## config.mk

```make
export PLATFORM = sky130hd
export DESIGN_NAME = safe_obi_lockstep_bridge
export DESIGN_NICKNAME = d
export VERILOG_FILES = /design/src/rtl/safe_obi_lockstep_bridge.sv
export SDC_FILE = /design/constraint.sdc
export NUM_CORES = 1
export LEC_CHECK = 0
export BUFFER_PORTS_ARGS = -buffer_cell sky130_fd_sc_hd__buf_2
export CELL_PAD_IN_SITES_DETAIL_PLACEMENT = 0
export CELL_PAD_IN_SITES_GLOBAL_PLACEMENT = 2
export CORE_AREA = 2 2 247 249
export CTS_BUF_LIST = sky130_fd_sc_hd__clkbuf_4 sky130_fd_sc_hd__clkbuf_8 sky130_fd_sc_hd__clkbuf_16
export CTS_CLUSTER_DIAMETER = 30
export CTS_CLUSTER_SIZE = 24
export DETAILED_ROUTE_END_ITERATION = 8
export DIE_AREA = 0 0 249 251
export PLACE_DENSITY_LB_ADDON = 0.1
export SYNTH_ARGS = -nofsm -noshare
export SYNTH_HDL_FRONTEND = slang
export SYNTH_SLANG_ARGS = --single-unit
```

## constraint.sdc

```tcl
create_clock -name clk_i -period 3.9 [get_ports clk_i]
set_clock_uncertainty 0.05 [all_clocks]
set_input_delay 0.39 -clock clk_i [delete_from_list [all_inputs] [get_ports clk_i]]
set_output_delay 0.39 -clock clk_i [all_outputs]
set_load 0.01 [all_outputs]
```

## src/rtl/safe_obi_lockstep_bridge.sv

```systemverilog
// Redundancy bridge between NHARTS OBI cores and the system bus.
// Independent mode passes every channel straight through. DMR/TMR mode aligns
// the participating requests inside a skew window. It then compares or
// majority-votes them and issues a single request on channel 0. The single
// response is fanned back out to the participating harts. The bridge also
// reports skew timeouts and dissenting harts, and keeps a saturating error count.

package safe_obi_pkg;

  typedef struct packed {
    logic        req;
    logic        we;
    logic [3:0]  be;
    logic [31:0] addr;
    logic [31:0] wdata;
  } obi_req_t;

  typedef struct packed {
    logic        gnt;
    logic        rvalid;
    logic [31:0] rdata;
  } obi_resp_t;

  typedef enum logic [1:0] {
    MODE_INDEP = 2'd0,
    MODE_DMR   = 2'd1,
    MODE_TMR   = 2'd2,
    MODE_RSVD  = 2'd3
  } mode_e;

endpackage

module safe_obi_lockstep_bridge
  import safe_obi_pkg::*;
#(
  parameter int NHARTS    = 3,
  parameter int SKEW_MAX  = 4,
  parameter int ERR_CNT_W = 8
) (
  input  logic                      clk_i,
  input  logic                      rst_ni,
  input  logic [1:0]                mode_i,
  input  obi_req_t  [NHARTS-1:0]    core_req_i,
  output obi_resp_t [NHARTS-1:0]    core_resp_o,
  output obi_req_t  [NHARTS-1:0]    bus_req_o,
  input  obi_resp_t [NHARTS-1:0]    bus_resp_i,
  input  logic                      err_clr_i,
  output logic                      mismatch_o,
  output logic [NHARTS-1:0]         mismatch_id_o,
  output logic                      timeout_o,
  output logic [ERR_CNT_W-1:0]      err_cnt_o
);

  localparam int SKEW_W = (SKEW_MAX < 2) ? 1 : $clog2(SKEW_MAX + 1);
  // Third voter; folds onto hart 0 when there are only two harts (TMR then acts as DMR).
  localparam int H2     = (NHARTS >= 3) ? 2 : 0;

  typedef enum logic [2:0] {S_IDLE, S_COLLECT, S_ISSUE, S_RESP, S_ERROR} state_e;

  state_e                r_state, w_state_next;
  mode_e                 r_mode_q;
  logic [SKEW_W-1:0]     r_skew_cnt;
  obi_req_t              r_voted_q;
  logic                  r_mismatch;
  logic [NHARTS-1:0]     r_mismatch_id;
  logic                  r_timeout;
  logic [ERR_CNT_W-1:0]  r_err_cnt;

  logic                  w_redundant, w_tmr, w_all, w_any;
  logic [NHARTS-1:0]     w_pmask, w_req_vec, w_mm_id;
  obi_req_t              w_h0, w_h1, w_h2, w_voted;
  logic                  w_capture, w_timeout_evt, w_mm_evt;

  // Decode the latched mode into the participating set and the set of pending requests.
  // NOTE: every always_comb output gets a default first so no path can infer a latch.
  always_comb begin
    w_redundant = (r_mode_q == MODE_DMR) || (r_mode_q == MODE_TMR);
    w_tmr       = (r_mode_q == MODE_TMR) && (NHARTS >= 3);
    w_pmask     = '0;
    w_req_vec   = '0;
    for (int i = 0; i < NHARTS; i++) begin
      w_pmask[i]   = w_redundant && ((i < 2) || (w_tmr && (i == 2)));
      w_req_vec[i] = core_req_i[i].req;
    end
    w_all = w_redundant && ((w_req_vec & w_pmask) == w_pmask);
    w_any = |(w_req_vec & w_pmask);
  end

  // Vote (TMR) or compare (DMR) the payload fields and identify the dissenters.
  always_comb begin
    w_h0     = core_req_i[0];
    w_h0.req = 1'b0;
    w_h1     = core_req_i[1];
    w_h1.req = 1'b0;
    w_h2     = core_req_i[H2];
    w_h2.req = 1'b0;
    w_mm_id  = '0;
    if (w_tmr) begin
      w_voted     = (w_h0 & w_h1) | (w_h0 & w_h2) | (w_h1 & w_h2);
      w_mm_id[0]  = (w_h0 != w_voted);
      w_mm_id[1]  = (w_h1 != w_voted);
      w_mm_id[H2] = (w_h2 != w_voted);
    end else begin
      w_voted = w_h0;
      if (w_h0 != w_h1) w_mm_id[1:0] = 2'b11;
    end
  end

  // Transaction sequencing: align, issue once, wait for the response, or trap in ERROR.
  always_comb begin
    w_state_next = r_state;
    unique case (r_state)
      S_IDLE: begin
        // Wait until the latched mode agrees with mode_i, so a mode change never starts a stale transaction.
        if (w_redundant && (mode_e'(mode_i) == r_mode_q)) begin
          if (w_all)      w_state_next = S_ISSUE;
          else if (w_any) w_state_next = S_COLLECT;
        end
      end
      S_COLLECT: begin
        if (w_all)                                      w_state_next = S_ISSUE;
        else if (r_skew_cnt == SKEW_W'(SKEW_MAX - 1))   w_state_next = S_ERROR;
      end
      S_ISSUE: if (bus_resp_i[0].gnt)    w_state_next = S_RESP;
      S_RESP:  if (bus_resp_i[0].rvalid) w_state_next = S_IDLE;
      S_ERROR: begin
        if (err_clr_i || (mode_i == MODE_INDEP) || (mode_i == MODE_RSVD)) w_state_next = S_IDLE;
      end
      default: w_state_next = S_IDLE;
    endcase
  end

  assign w_capture     = (w_state_next == S_ISSUE) && (r_state != S_ISSUE);
  assign w_timeout_evt = (r_state == S_COLLECT) && (w_state_next == S_ERROR);
  assign w_mm_evt      = w_capture && (|w_mm_id);

  // FSM state, latched mode, skew counter and the captured voted request.
  // NOTE: sequential state uses non-blocking assignments so all registers update from pre-edge values.
  always_ff @(posedge clk_i) begin
    if (!rst_ni) begin
      r_state    <= S_IDLE;
      r_mode_q   <= MODE_INDEP;
      r_skew_cnt <= '0;
      r_voted_q  <= '0;
    end else begin
      r_state <= w_state_next;
      if ((r_state == S_IDLE) && (w_state_next == S_IDLE)) r_mode_q <= mode_e'(mode_i);
      if (r_state == S_IDLE)          r_skew_cnt <= '0;
      else if (r_state == S_COLLECT)  r_skew_cnt <= r_skew_cnt + SKEW_W'(1);
      if (w_capture) r_voted_q <= w_voted;
    end
  end

  // Mismatch pulse, sticky timeout and saturating error counter; a clear beats an increment.
  always_ff @(posedge clk_i) begin
    if (!rst_ni) begin
      r_mismatch    <= 1'b0;
      r_mismatch_id <= '0;
      r_timeout     <= 1'b0;
      r_err_cnt     <= '0;
    end else begin
      r_mismatch    <= w_mm_evt;
      r_mismatch_id <= w_mm_evt ? w_mm_id : '0;
      if (err_clr_i) begin
        r_timeout <= 1'b0;
        r_err_cnt <= '0;
      end else begin
        if (w_timeout_evt) r_timeout <= 1'b1;
        if ((w_mm_evt || w_timeout_evt) && (r_err_cnt != '1)) r_err_cnt <= r_err_cnt + ERR_CNT_W'(1);
      end
    end
  end

  // Route requests and responses: pass-through, or channel 0 fanned out to the participating harts.
  always_comb begin
    bus_req_o   = '0;
    core_resp_o = '0;
    if (!w_redundant) begin
      bus_req_o   = core_req_i;
      core_resp_o = bus_resp_i;
    end else begin
      unique case (r_state)
        S_ISSUE: begin
          bus_req_o[0]     = r_voted_q;
          bus_req_o[0].req = 1'b1;
          for (int i = 0; i < NHARTS; i++)
            if (w_pmask[i]) core_resp_o[i].gnt = bus_resp_i[0].gnt;
        end
        S_RESP: begin
          for (int i = 0; i < NHARTS; i++) begin
            if (w_pmask[i]) begin
              core_resp_o[i].rvalid = bus_resp_i[0].rvalid;
              core_resp_o[i].rdata  = bus_resp_i[0].rdata;
            end
          end
        end
        default: ;
      endcase
    end
  end

  assign mismatch_o    = r_mismatch;
  assign mismatch_id_o = r_mismatch_id;
  assign timeout_o     = r_timeout;
  assign err_cnt_o     = r_err_cnt;

endmodule

```

==> flow_summary.ini <==
[status]
status = completed

[place]
number_of_placed_cells_counting_well_taps = 3404
place_hpwl_um = 95090
place.port_buffers = 641
globalplace.congestion = 1.013

[clocking]
cts_resized = 0
htree_levels = 3
tritoncts_num_sinks = 90
cts-root-buf = clkbuf_16
clock_latency_ns = 0.41
cts-root-to-sink-buffers = 2
post_cts.repair.setup_buffers = 0
tritoncts = yes
clk_pin_slew_worst_paths_ns = 0.09
cts.hold.buffers_added = 0
cts_made_buffers = 9

[yosys]
synthArstFlopShare = 0
syn_nets = 2199
syn_inst = 1809
synth_top_flop_cell = dfxtp_1
area_of_the_mapped_netlist_mm2 = 0.01213
syn_area_per_cell_um2 = 6.703
synth_enable_flop_cells = 0
synth.yosys.seq_area_share = 0.1486
synth.distinct_cells = 67
synth-seq-cells = 90
ys_warn_count = 0

[routing]
top_layer = met5
vias = 18819
met2_wirelength_um = 51160
route.detailed.vias_per_inst = 5.491
avgRoutedWirePerCell_um = 32.69
routed_wire_length_on_met3_um = 7202
wl_met1_um = 49370
post-route-drc-count = 0
antenna_violating_nets_post_route = 0
first_pass_iters = 9
routed_wirelength_um = 112000
detailedRoute.firstIterationViolations = 2069

[hold_path]
timing.hold.worst.class = in2reg
holdCritStartpoint = rst_ni

[timing]
worst_margin_pin_slew_ns = 0.8803
timing.fmax_ghz = 0.2865
layout_worst_path_cycle_share = 0.8951
post-route-min-period_ns = 3.491
slew_headroom = 0.4049
hold_ws_ns = 0.2417
finalSetupViolations = 0
finalSetupTns_ns = 0
slew_violations = 0
setup_repair_after_global_routing_missed_its_margin = no
report.final.hold_viol_count = 0

[power_and_ir_drop]
power_leakage_nw = 8.532
total_power_mw = 5.470
powerDensity_mw_per_mm2 = 297.2
vdd_drop_max_mv = 0.2389

[critical_path]
critPathArrivalTime_ns = 3.74
critPathRequiredTime_ns = 4.15
worst_setup_path_end_kind = flip-flop
critical_path.reg2reg.startpoint = r_mode_q[0]
critPathLaunchType = primary input
critical_path.startpoint = core_req_i[81]
worst-path-max-fanout = 9
crit_path_class = in2reg

[layout]
finish.net_count = 3024
final_cell_count_no_fill = 3427
final_core_utilization = 0.3077
area.growth.synth_to_final_pct = 51.74
post_route_cells_drive_above_1_share = 0.3619

[floorplan]
num_io_pins = 642
design.core.area_mm2 = 0.05979
initial_utilization = 0.2028
die_width_um = 249
die_area_mm2 = 0.06250
dieHeight_um = 251
placementRows = 90

[global_route]
grt_pass1_wl_um = 149800
initial_antenna_violation_count = 9
globalRoute.totalOverflow = 0
grt_start_max_net_pins = 202
grt_pass1_vias = 17755
grt_usage = 0.3437

[run]
maxcap_violations = 0
Yosys cell counts (7+ instances only):
master	count	area share
a2111oi_0	22	0.016
a21oi_1	211	0.087
a221oi_1	70	0.051
a22o_1	69	0.050
a22oi_1	28	0.017
and2_1	140	0.072
and3_1	7	0.0036
clkbuf_1	95	0.029
dfxtp_1	90	0.15
ha_1	73	0.075
inv_1	109	0.034
nand2_1	155	0.048
nand3_1	13	0.0054
nand4_1	22	0.011
nor2_1	163	0.050
nor2b_1	67	0.035
nor3b_1	47	0.029
nor4_1	53	0.027
nor4b_1	67	0.048
o21ai_0	143	0.059
o22ai_1	68	0.035
metal layers:
metal,vias up,global-route usage
met5,-,0
li1,8465,-
met4,2,0.1252
met1,9242,0.4574
met2,972,0.5593
met3,138,0.05508
cells in the final DEF (no fill, tap or decap), drive strengths merged, types with 5 or more instances in the layout:
master,n
a2111oi,22
a21oi,211
a221oi,70
a22o,69
a22oi,28
and2,140
and3,7
buf,913
clkbuf,10
clkinv,5
dfxtp,90
diode,6
ha,73
inv,112
mux2i,6
nand2,155
nand2b,6
nand3,13
nand4,22
nor2,165
nor2b,68
nor3,7
nor3b,47
nor4,54
nor4b,68
o21ai,146
o22ai,69
or3,6
or4,6
power by group:
group / internal [mW] / switching (mW) / total (mW)
registers: 0.938 / 0.0171 / 0.955
clock network: 0.461 / 0.550 / 1.01
logic: 1.29 / 2.21 / 3.50
total: 2.69 / 2.78 / 5.47
worst paths after layout:
kind                                 endpoint  slack, ns  cells past startpoint
worst min-delay path            r_voted_q[59]       0.24                      3
worst max-delay path             err_cnt_o[0]       0.41                     12
worst min register to register  r_skew_cnt[2]       0.43                      2
worst max register to register  r_voted_q[29]       0.44                     10
per-stage QoR:
step           cell area, um^2  setup slack, ns
2_1_floorplan            12130           0.9121
3_3_place_gp             18070          -0.3107
3_5_place_dp             18070          -0.2391
4_1_cts                  18380           0.1696
5_1_grt                  18390           0.2508
6_report                 18400           0.4092
flip-flops by register name, indices dropped and copies added, names as in the netlist:
register,flops
r_voted_q,69
r_mode_q,2
timeout_o,1
r_state,3
r_skew_cnt,3
err_cnt_o,8
mismatch_id_o,3
mismatch_o,1
worst max-delay path, cell delays in order:
cell       delay (ns)
buf_2            0.20
ha_1             0.35
nor3b_1          0.12
a2111oi_0        0.53
buf_4            0.20
nand4_1          0.16
or4_4            0.60
nor4_4           0.25
nand4b_2         0.29
o211ai_4         0.38
xor2_1           0.19
nor2_1           0.06
cell type report:
type                       count  area [um^2]
clock buffer                   9        225.2
antenna                        6        15.01
inverter                     110        414.1
clock inverter                 7        81.33
sequential                    90         1802
timing repair buffer         914         5318
multi-input combinational   1509         9568
fill                        6764        41390
tap                          782        978.4
cell families (layout without fill, tap and decap cells):
kind of cell / Yosys count / after routing / share of synthesized area
compound gates: 649 / 649 / 0.3438
xor+xnor: 4 / 4 / 0.002889
fa+ha+maj: 73 / 73 / 0.07532
buf+inv: 210 / 1040 / 0.06541
flops: 90 / 90 / 0.1486
mux: 7 / 7 / 0.005881
other cells: 0 / 6 / 0
simple gates: 776 / 776 / 0.3581
(Power assumes the default switching activity.)
